**config.mk**
```make
export PLATFORM = sky130hd
export DESIGN_NAME = tiny_cpu_core_p
export DESIGN_NICKNAME = d
export VERILOG_FILES = /design/src/rtl/tiny_cpu_core_p.sv
export SDC_FILE = /design/constraint.sdc
export NUM_CORES = 1
export LEC_CHECK = 0
export ABC_CLOCK_PERIOD_IN_PS = 7800
export CAP_MARGIN = 10
export CORE_MARGIN = 8
export CORE_UTILIZATION = 25
export DETAILED_ROUTE_END_ITERATION = 16
export SLEW_MARGIN = 5
export SYNTH_ARGS = -nofsm -noshare
export SYNTH_HDL_FRONTEND = slang
export SYNTH_SLANG_ARGS = --single-unit
```
**constraint.sdc**
```tcl
create_clock -name clk -period 7.8 [get_ports clk]
set_input_delay 1.95 -clock clk [delete_from_list [all_inputs] [get_ports clk]]
set_output_delay 1.95 -clock clk [all_outputs]
set_load 0.01 [all_outputs]
```
**src/rtl/tiny_cpu_core_p.sv**
```systemverilog
// Parametrised 4-register accumulator CPU with loadable instruction memory,
// LOAD/RUN/HALT control, memory-mapped I/O at address 15 and a retired counter.
module tiny_cpu_core_p #(
   parameter int DATA_W     = 8,
   parameter int IMEM_DEPTH = 16,
   parameter int CNT_W      = 16,
   localparam int PC_W      = $clog2(IMEM_DEPTH)
) (
   input  logic              clk,
   input  logic              reset,
   input  logic              prog_we,
   input  logic [PC_W-1:0]   prog_addr,
   input  logic [7:0]        prog_data,
   input  logic              run,
   input  logic [DATA_W-1:0] in_port,
   output logic [DATA_W-1:0] out_port,
   output logic              out_valid,
   output logic              busy,
   output logic              halted,
   output logic [PC_W-1:0]   pc,
   output logic [CNT_W-1:0]  retired
);

   typedef enum logic [1:0] {S_LOAD, S_RUN, S_HALT} state_t;
   typedef enum logic [1:0] {OP_LD, OP_ST, OP_ALU, OP_JZ} opcode_t;

   localparam logic [3:0] IO_ADDR = 4'hF;

   state_t            state;
   logic [7:0]        imem [IMEM_DEPTH];
   logic [DATA_W-1:0] regs [4];
   logic [DATA_W-1:0] dmem [15];

   logic [7:0]        instr;
   opcode_t           opcode;
   logic [1:0]        ra, rb, func;
   logic [3:0]        imm;
   logic [DATA_W-1:0] a_val, b_val, alu_res, ld_val;
   logic [PC_W-1:0]   pc_inc, jz_target;

   // NOTE: program storage has no reset; its contents must survive a core reset,
   // and leaving it out of the reset net lets it map onto plain RAM.
   always_ff @(posedge clk) begin
      if (prog_we && state != S_RUN)
         imem[prog_addr] <= prog_data;
   end

   assign instr     = imem[pc];
   assign opcode    = opcode_t'(instr[7:6]);
   assign ra        = instr[5:4];
   assign rb        = instr[3:2];
   assign func      = instr[1:0];
   assign imm       = instr[3:0];
   assign a_val     = regs[ra];
   assign b_val     = regs[rb];
   assign pc_inc    = pc + PC_W'(1);
   assign jz_target = PC_W'(imm);

   // NOTE: every output of this block gets a default first so no latch is inferred.
   always_comb begin
      alu_res = '0;
      unique case (func)
         2'b00: alu_res = a_val + b_val;
         2'b01: alu_res = a_val - b_val;
         2'b10: alu_res = a_val & b_val;
         2'b11: alu_res = a_val ^ b_val;
      endcase
   end

   always_comb begin
      ld_val = in_port;
      if (imm != IO_ADDR)
         ld_val = dmem[imm];
   end

   // NOTE: all state here uses non-blocking assignments so every update lands
   // on the same edge and reads see the pre-edge values (ALU rA==rB is safe).
   always_ff @(posedge clk or posedge reset) begin
      if (reset) begin
         state     <= S_LOAD;
         pc        <= '0;
         out_port  <= '0;
         out_valid <= 1'b0;
         busy      <= 1'b0;
         halted    <= 1'b0;
         retired   <= '0;
         for (int i = 0; i < 4; i++)  regs[i] <= '0;
         for (int i = 0; i < 15; i++) dmem[i] <= '0;
      end else begin
         out_valid <= 1'b0;
         case (state)
            S_LOAD, S_HALT: begin
               if (run) begin
                  state   <= S_RUN;
                  busy    <= 1'b1;
                  halted  <= 1'b0;
                  pc      <= '0;
                  retired <= '0;
               end
            end
            S_RUN: begin
               if (retired != '1)
                  retired <= retired + CNT_W'(1);
               pc <= pc_inc;
               case (opcode)
                  OP_LD:  regs[ra] <= ld_val;
                  OP_ST: begin
                     if (imm == IO_ADDR) begin
                        out_port  <= a_val;
                        out_valid <= 1'b1;
                     end else begin
                        dmem[imm] <= a_val;
                     end
                  end
                  OP_ALU: regs[ra] <= alu_res;
                  OP_JZ: begin
                     if (a_val == '0) begin
                        pc <= jz_target;
                        // A taken jump onto itself is the halt idiom.
                        if (jz_target == pc) begin
                           state  <= S_HALT;
                           busy   <= 1'b0;
                           halted <= 1'b1;
                        end
                     end
                  end
               endcase
            end
            default: begin
               state  <= S_LOAD;
               busy   <= 1'b0;
               halted <= 1'b0;
            end
         endcase
      end
   end

endmodule

```
* Word-level counts from Yosys, hierarchy flattened
Memory sizes are Yosys's and may differ from the RTL's. Index checks and enable logic that the tools add are counted. Widths: inputs -> output; s select.
Storage, ports and cells: register bits after elaboration 185, bits in latches 0, memory bits (writable) 128, ROM bits 0, input bits 24, logic and storage cells 122, memories 1
Memories:
- imem | words 16, width 8, rd ports 1, clocked after Yosys merged registers in 0, write ports 1, line 30 | logic [7:0] imem [IMEM_DEPTH];
Cells by class: add/sub/neg operators 4, multiply operators 0, div/mod/pow operators 0, magnitude comparators 5, eq/ne operators 18, shift operators 0, multiplexer cells 46, bitwise gates (word level) 6, reductions and logical operators 16
Operator list (count):
- $bwmux 120 | 1
- $mux 8 | 9
- $bwmux 32 | 2
- $pmux 32 s2 | 1
- $bmux 8 s2 | 2
- $bmux 8 s4 | 1
- $demux 8 s4 | 1
- $mux 16 | 2
- $pmux 16 s2 | 1
- $pmux 8 s4 | 1
- $add 16x1->16 const B | 1
- $demux 8 s2 | 1
- $ne 16x16->1 const B | 1
- $mux 1 | 13
- $mux 4 | 3
- $eq 2x2->1 const B | 5
- $ne 2x2->1 const B | 5
- $reduce_and 3->1 | 3
- $add 8x8->8 | 1
- $and 8x8->8 | 1
- $logic_not 8->1 | 1
- $mux 2 | 4
- $pmux 4 s2 | 1
- $sub 8x8->8 | 1
- other kinds (22) | 33

* Logic depth before layout (Yosys ltp)
Gate-level depths: netlist of the first run. An unclocked memory read counts as a cell.
depth after elaboration 9, mapped depth 22, depth with buffers taken out 18

* Worst setup path before layout of the first run
Ideal clock, no wire load.
kind register to register, start point register pc[0], end point register regs[15] (netlist name), library setup time 132 ps, arrival 4443 ps, data required time 7668 ps, path slack 3225 ps, stages on the path, launching flop included 20, buffers on the path 4, path through dfrtp_1 buf_6 mux4_1 mux4_2 buf_6 buf_2 a21oi_1 mux2_2 clkbuf_1 inv_1 ha_1 nor2b_1 o21ai_0 a21oi_1 o41ai_1 nand3_1 a22o_1 and3_4 mux2i_2 a21oi_1
Between the ends: longest elaborated chain between the ends 9, elaborated cells on any way between the ends 36
Ends and longest elaborated chain:
- start: declaration | line 20 | output logic [PC_W-1:0] pc,
- start signal: assignment | line 104 | pc <= pc_inc;
- start signal: assignment | line 118 | pc <= jz_target;
- $mem_v2 16x8 (*)
- $not 2->3 (implied by the code) (*) | line 54 | assign a_val = regs[ra];
- $bmux 8 s2 (*) | line 54
- $mux 8 (implied by the code) (*) (2 in a row) | line 54
- named net a_val[1] | line 38 | logic [DATA_W-1:0] a_val, b_val, alu_res, ld_val;
- $sub 8x8->8 or $add 8x8->8 (tied branches) | line 64, 63
- $pmux 8 s4 (*) | line 62 | unique case (func)
- $bwmux 32 (*) | line 115 | OP_ALU: regs[ra] <= alu_res;
- $pmux 32 s2 (*) | line 105 | case (opcode)
- end signal: indexed assignment | line 106 | OP_LD: regs[ra] <= ld_val;
- end signal: indexed assignment | line 115
- end: declaration | line 31 | logic [DATA_W-1:0] regs [4];
The timed path passes the listed nets; every way through them passes the cells marked *. The select of a mux whose other input is x is not followed. A chain may end at the register's enable or synchronous reset.

* Worst setup path in the final report of the first run
start point register pc[0], end point register regs[15] (netlist name)
Between the ends: longest elaborated chain between the ends 9, elaborated cells on any way between the ends 36
Ends and longest elaborated chain:
- $mem_v2 16x8 (*)
- $not 2->3, on equally long branches
- $bmux 8 s2, on equally long branches | line 54, 55
- $mux 8, on equally long branches (2 in a row) | line 54, 55
- $sub 8x8->8 (tied with other cells) | line 64 | 2'b01: alu_res = a_val - b_val;
- $pmux 8 s4 | line 62
- $bwmux 32 | line 115
- $pmux 32 s2 | line 105
Every way passes the cells marked *; elsewhere a longest branch is shown, timed or not. The select of a mux whose other input is x is not followed.

==> results.tsv, run 1 <==
stage	metric	value	unit
floorplanning	core area	60130	um2
floorplanning	Die X	262.2	um
drt	initial drt markers	658	
placement	Final HPWL DP	25240	um
clock_network	CTS tree	yes	
worst_setup_path	critical path endpoint category	flip-flop	
clock_network	Sink Count	312	
worst_setup_path	critical path data required time	8.24	ns
clock_network	Post-CTS Setup Bufs	0	
yosys	Avg Inst Size Synth	13.13	um2
worst_setup_path	crit path launch type	flip-flop	
timing	max frequency	0.1671	GHz
floorplanning	Die Height	262.2	um
clock_network	post-CTS resize count	0	
drt	First-pass DRT Iterations	7	
floorplanning	Initial Utilization	25.20	%
floorplanning	DIE AREA	68750	um2
grt	first-pass GRT wire length	59610	um
clock_network	clk_lat worst skew	0.57	ns
job	# Max-Cap Violations	0	
yosys	Syn Inst Count	1154	
grt	initial antenna violation count	0	
timing	Fin Clk Skew	0.01588	ns
worst_setup_path	CP Class	reg2reg	
timing	count of final setup violators	0	
clock_network	Max Root-Sink Buffers	3	
grt	vias in the first global route	9836	
timing	Slew Limit Headroom	20.14	%
floorplanning	Site Rows	90	
floorplanning	Top Ports	55	
finish	fillcell total	6097	
drt	DR vias	9747	
finish	Nets	1224	
grt	total gr overflow	0	
clock_network	clock buffer count from CTS	31	
yosys	syn nets	1195	
timing	RSZ-0062 raised after global routing	false	
timing	setup_tns	0	ns
worst_setup_path	max incr delay on CP	0.99	ns
grt	largest net degree at the start of global routing	100	
yosys	Post-synth EDFFs	128	
worst_setup_path	CP Max Fanout	35	
finish	commonest cells after routing, fill and taps aside	dfrtp_1 (180), edfxtp_1 (128), nand2_1 (126)	
outcome	status	finished clean	
drt	Avg Vias per Cell	4.900	
drt	Post-Route WL	38540	um
hold_path	Hold Path Class	reg2reg	
worst_setup_path	CP top delay family	compound AO/OA/AOI/OAI gates	
finish	most common cell after layout, fill and taps aside	dfrtp_1	
placement	number of buffers added on ports	54	
clock_network	Clock transition at path regs	0.07	ns
timing	worst slew pin tran	1.194	ns
grt	total track usage	11.04	%
clock_network	Root Buffer	clkbuf_16	
yosys	synthesized flop and latch total	312	
timing	fin crit period	5.983	ns
finish	layout cell share with drive strength beyond 1	21.14	%
yosys	synth warn	0	
drt	Avg WL per Cell	19.38	um
clock_network	Hold Buf Count CTS	0	
timing	final period utilization	76.70	%
yosys	fraction of registers with async set/reset	58.97	%
placement	gpl congestion	0.8234	
yosys	Synth cell types	80	
timing	final slew viol count	0	
drt	post-detailed-route count of antenna-violating nets	0	
worst_setup_path	critical path arrival	6.42	ns
drt	remaining routing DRC violations	0	
worst_setup_path	CP cell instances	mux4_1 > mux2i_1 > mux2_2 > o311a_1 > a22oi_1 > or2_2 > o21ai_0 > xnor2_1 > ha_1 > o21ai_0 > a21oi_1 > o41ai_1 > nand3_1 > a22o_1 > and3_4 > mux2i_2 > a21oi_1	
yosys	synthesized area	15150	um2
timing	Fin. Hold Viols	0	
worst_setup_path	CP bufs+invs	0	
clock_network	number of H-tree levels	1	
finish	area added between synthesis and finish	15.52	%
yosys	sequential cell area fraction in the yosys report	55.75	%
worst_setup_path	CP max stage cell	dfrtp_2	
yosys	Main synth FF type	dfrtp_1	
## logic make-up (layout without fill, tap and decap cells)
logic type	count (synthesis)	count (layout)	synth area share, %
simple gates	311	311	9.669
flops	312	312	55.75
compound gates	182	182	7.811
mux	211	211	20.71
fa+ha+maj	17	17	1.453
other cells	0	1	0
xor+xnor	25	25	1.495
buf+inv	96	148	3.113
## per-layer routing
metal | vias to the layer above | track usage, % | wire (um)
li1 | 4392 | - | -
met1 | 4993 | 14.77 | 17010
met2 | 285 | 18.06 | 18350
met3 | 77 | 2.304 | 2204
met4 | 0 | 2.965 | 981
met5 | - | 0 | 0
## Yosys cell counts (16+ instances only)
| cell | instances | area [um2] |
|---|---|---|
| dfrtp_1 | 184 | 4604 |
| clkbuf_1 | 36 | 135.1 |
| edfxtp_1 | 128 | 3844 |
| nor3_1 | 19 | 95.09 |
| mux4_2 | 52 | 1171 |
| nand3_1 | 25 | 125.1 |
| ha_1 | 16 | 200.2 |
| a21oi_1 | 40 | 200.2 |
| nor2_1 | 67 | 251.5 |
| o21ai_0 | 69 | 345.3 |
| mux2i_1 | 34 | 340.3 |
| mux2_2 | 106 | 1194 |
| inv_1 | 26 | 97.59 |
| nand2_1 | 126 | 473.0 |
## through the flow
| step | hold WS, ns | worst slack [ns] | instance area (um2) | utilization (%) | std cells |
|---|---|---|---|---|---|
| final | 0.4776 | 1.817 | 17510 | 29.11 | 1989 |
| after global routing | 0.5046 | 1.478 | 17500 | 29.11 | 1988 |
| after CTS | 0.4826 | 1.846 | 17500 | 29.11 | 1988 |
| after detailed placement | 0.4684 | 1.876 | 16450 | 27.35 | 1932 |
| after global placement | 0.4556 | 1.941 | 16450 | 27.35 | 1932 |
| after floorplan | 0.4446 | 0.8496 | 15150 | - | 1154 |
## worst reg2reg max path, stage by stage (launching register included)
cell and delay, ns:
dfrtp_2 0.99, mux4_1 0.70, mux2i_1 0.26, mux2_2 0.54
o311a_1 0.26, a22oi_1 0.16, or2_2 0.38, o21ai_0 0.32
xnor2_1 0.20, ha_1 0.29, o21ai_0 0.16, a21oi_1 0.09
o41ai_1 0.52, nand3_1 0.20, a22o_1 0.23, and3_4 0.18
mux2i_2 0.24, a21oi_1 0.11
## sequential cells by signal, indices dropped and copies added, names as in the netlist
register / count
regs: 32
busy: 1
imem: 128
dmem: 120
retired: 16
pc: 4
state: 1
halted: 1
out_valid: 1
out_port: 8
## area by class of cell
cell class | instances | area [um2] | share of cell area (%)
antenna | 1 | 2.502 | 0.01429
clock buffer | 40 | 849.6 | 4.853
sequential | 312 | 8453 | 48.29
multi-input combinational | 746 | 6287 | 35.92
timing repair buffer | 65 | 623.1 | 3.559
clock inverter | 16 | 205.2 | 1.172
tap | 782 | 978.4 | 5.589
inverter | 27 | 106.4 | 0.6075
## final timing paths
check	start	endpoint	depth (start not counted)	slack, ns
min in group asynchronous	reset	retired[9]	2	1.95
min	dmem[65]	dmem[65]	2	0.48
min reg2reg	dmem[65]	dmem[65]	2	0.48
max reg2reg	pc[0]	regs[15]	17	1.82
max	pc[0]	regs[15]	17	1.82
max in group asynchronous	reset	dmem[109]	3	4.61
Power of run 1 is left out: the tool's default activity adds up to more than one toggle a clock period on the data nets, which glitch-free logic cannot reach.
==> run 2, diff against run 1 <==
--- a/config.mk
+++ b/config.mk
@@ -5,7 +5,7 @@
 export SDC_FILE = /design/constraint.sdc
 export NUM_CORES = 1
 export LEC_CHECK = 0
-export ABC_CLOCK_PERIOD_IN_PS = 7800
+export ABC_CLOCK_PERIOD_IN_PS = 4900
 export CAP_MARGIN = 10
 export CORE_MARGIN = 8
 export CORE_UTILIZATION = 25
==> constraint.sdc (replaced) <==
create_clock -name clk -period 4.9 [get_ports clk]
set_input_delay 1.225 -clock clk [delete_from_list [all_inputs] [get_ports clk]]
set_output_delay 1.225 -clock clk [all_outputs]
set_load 0.01 [all_outputs]
==> run 2 against run 1 <==
Net effect: hold slack about the same; highest routed layer unchanged; register-to-register slack got worse by 1.5 ns; fmax increased by 30%; core utilization increased by 0.86 points; flip-flop and latch count unchanged; critical endpoint is now regs[23]; routed wire length increased by 1.0%.
==> results.tsv, run 2 (synthesis results as in run 1) <==
stage	metric	value	unit	change
outcome	status	finished clean		
finish	Core Util, Final	29.98	%	+0.86 points
grt	first-pass GRT wire length	60540	um	+1.6%
drt	remaining routing DRC violations	0		unchanged
clock_network	number of H-tree levels	1		unchanged
clock_network	Max Root-Sink Buffers	3		unchanged
grt	vias in the first global route	10142		+3.1%
clock_network	Clock transition at path regs	0.07	ns	about the same
timing	worst slew pin tran	1.253	ns	+0.05930 ns
floorplanning	Site Rows	90		unchanged
finish	Final Non-Filler Cells	2046		+2.9%
drt	Avg WL per Cell	19.03	um	-1.8%
timing	max frequency	0.2168	GHz	+30%
clock_network	Root Buffer	clkbuf_16		
worst_setup_path	critical path arrival	5.11	ns	-1.31 ns
clock_network	clk_lat worst skew	0.58	ns	about the same
placement	gpl congestion	0.8431		+2.4%
floorplanning	Top Ports	55		unchanged
timing	count of final setup violators	0		unchanged
finish	Antenna Diode Count	0		-1
clock_network	Hold Buf Count CTS	0		unchanged
worst_setup_path	CP Max Fanout	15		-57%
finish	max FFs per register	128		unchanged
grt	largest net degree at the start of global routing	91		-9.0%
placement	number of buffers added on ports	54		unchanged
drt	DR vias	9991		+2.5%
timing	fin crit period	4.613	ns	-1.370 ns
placement	Final HPWL DP	26530	um	+5.1%
timing	RSZ-0062 raised after global routing	false		
grt	initial antenna violation count	0		unchanged
drt	Avg Vias per Cell	4.883		-0.35%
floorplanning	Die Height	262.2	um	unchanged
finish	layout cell share with drive strength beyond 1	25.63	%	+4.5 points
worst_setup_path	critical path data required time	5.39	ns	-2.85 ns
placement	Post-Place Cells	1970		+2.0%
worst_setup_path	crit path launch type	flip-flop		
worst_setup_path	critical path endpoint category	flip-flop		
timing	Fin Clk Skew	0.01206	ns	-0.003826 ns
floorplanning	Initial Utilization	25.20	%	unchanged
job	# Max-Cap Violations	0		unchanged
drt	initial drt markers	572		-13%
floorplanning	core area	60130	um2	unchanged
drt	met2 routed wirelength	18320	um	-0.16%
timing	final period utilization	94.15	%	+17 points
clock_network	CTS tree	yes		
finish	top flop regs	imem x128, dmem x120, regs x32		
grt	total track usage	11.14	%	+0.10 points
grt	total gr overflow	0		unchanged
worst_setup_path	CP cell instances	buf_4 > mux4_1 > mux4_2 > buf_4 > mux4_2 > ha_1 > o21ai_1 > a21oi_1 > o41ai_2 > buf_4 > nand3_1 > a22o_1 > a21oi_1 > mux2i_4 > a21oi_1		
drt	uppermost routed layer	met4		
clock_network	Sink Count	312		unchanged
floorplanning	Die X	262.2	um	unchanged
drt	First-pass DRT Iterations	6		-1
worst_setup_path	CP Class	reg2reg		
hold_path	Hold Path Class	reg2reg		
timing	setup_tns	0	ns	unchanged
clock_network	clock buffer count from CTS	30		-3.2%
drt	post-detailed-route count of antenna-violating nets	0		unchanged
drt	wire length on met3	2420	um	+9.8%
placement	Setup WS pre-CTS	0.02959	ns	-1.846 ns
finish	Nets	1281		+4.7%
drt	DRT met1 WL	17320	um	+1.8%
floorplanning	DIE AREA	68750	um2	unchanged
worst_setup_path	CP max stage cell	mux4_2		
finish	commonest cells after routing, fill and taps aside	dfrtp_1 (180), edfxtp_1 (128), nand2_1 (126)		
timing	post-route setup slack	0.2868	ns	-1.530 ns
timing	final slew viol count	0		unchanged
finish	most common cell after layout, fill and taps aside	dfrtp_1		
timing	Slew Limit Headroom	16.17	%	-4.0 points
worst_setup_path	max incr delay on CP	0.61	ns	-0.38 ns
finish	area added between synthesis and finish	18.95	%	
timing	Fin. Hold Viols	0		unchanged
drt	Post-Route WL	38940	um	+1.0%
finish	Biggest register	imem		
run 2: final timing paths:
| kind | from | end | slack [ns] | cells after the start |
|---|---|---|---|---|
| min in group asynchronous | reset | dmem[6] | 1.16 | 2 |
| worst max-delay path | pc[0] | regs[23] | 0.29 | 15 |
| worst min-delay path | dmem[7] | dmem[7] | 0.48 | 2 |
| max in group asynchronous | reset | dmem[43] | 2.81 | 3 |
| worst max register to register | pc[0] | regs[23] | 0.29 | 15 |
| worst min register to register | dmem[7] | dmem[7] | 0.48 | 2 |
run 2: timing repair:
item | 4_1_cts | 5_1_grt
resized for setup | 2 | 18
setup endpoints to repair | 4 | 12
pin swaps | 0 | 2
setup buffers | 2 | 18
run 2: metrics by stage:
step / area, um2 / hold slack (ns)
3_3_place_gp: 16750 / 0.4575
4_1_cts: 17820 / 0.4796
5_1_grt: 18020 / 0.5040
2_1_floorplan: 15160 / 0.4446
3_5_place_dp: 16750 / 0.4651
6_report: 18020 / 0.4772
run 2: cell type report:
type                       instances  area, um2
fill                            6061      42110
clock buffer                      35      810.8
tap                              782      978.4
clock inverter                    21      230.2
inverter                          27      108.9
timing repair buffer             123       1107
multi-input combinational        746       6336
sequential                       312       8453
run 2: critical path: cells and delay by family (launching register included):
kind,cells,cell delay (ns)
adder cells (fa/ha/maj),1,0.36
AO/OA/AOI/OAI,6,1.18
flip-flops,1,0.44
AND/OR/NAND/NOR,1,0.10
multiplexers,4,1.75
buffers and inverters,3,0.68
run 2: layer usage:
layer | GRT usage [%] | vias to the layer above
met5 | 0 | -
met3 | 1.997 | 65
met2 | 18.17 | 294
met4 | 2.610 | 0
li1 | - | 4503
met1 | 15.31 | 5129
Power of run 2 is left out for the same reason.
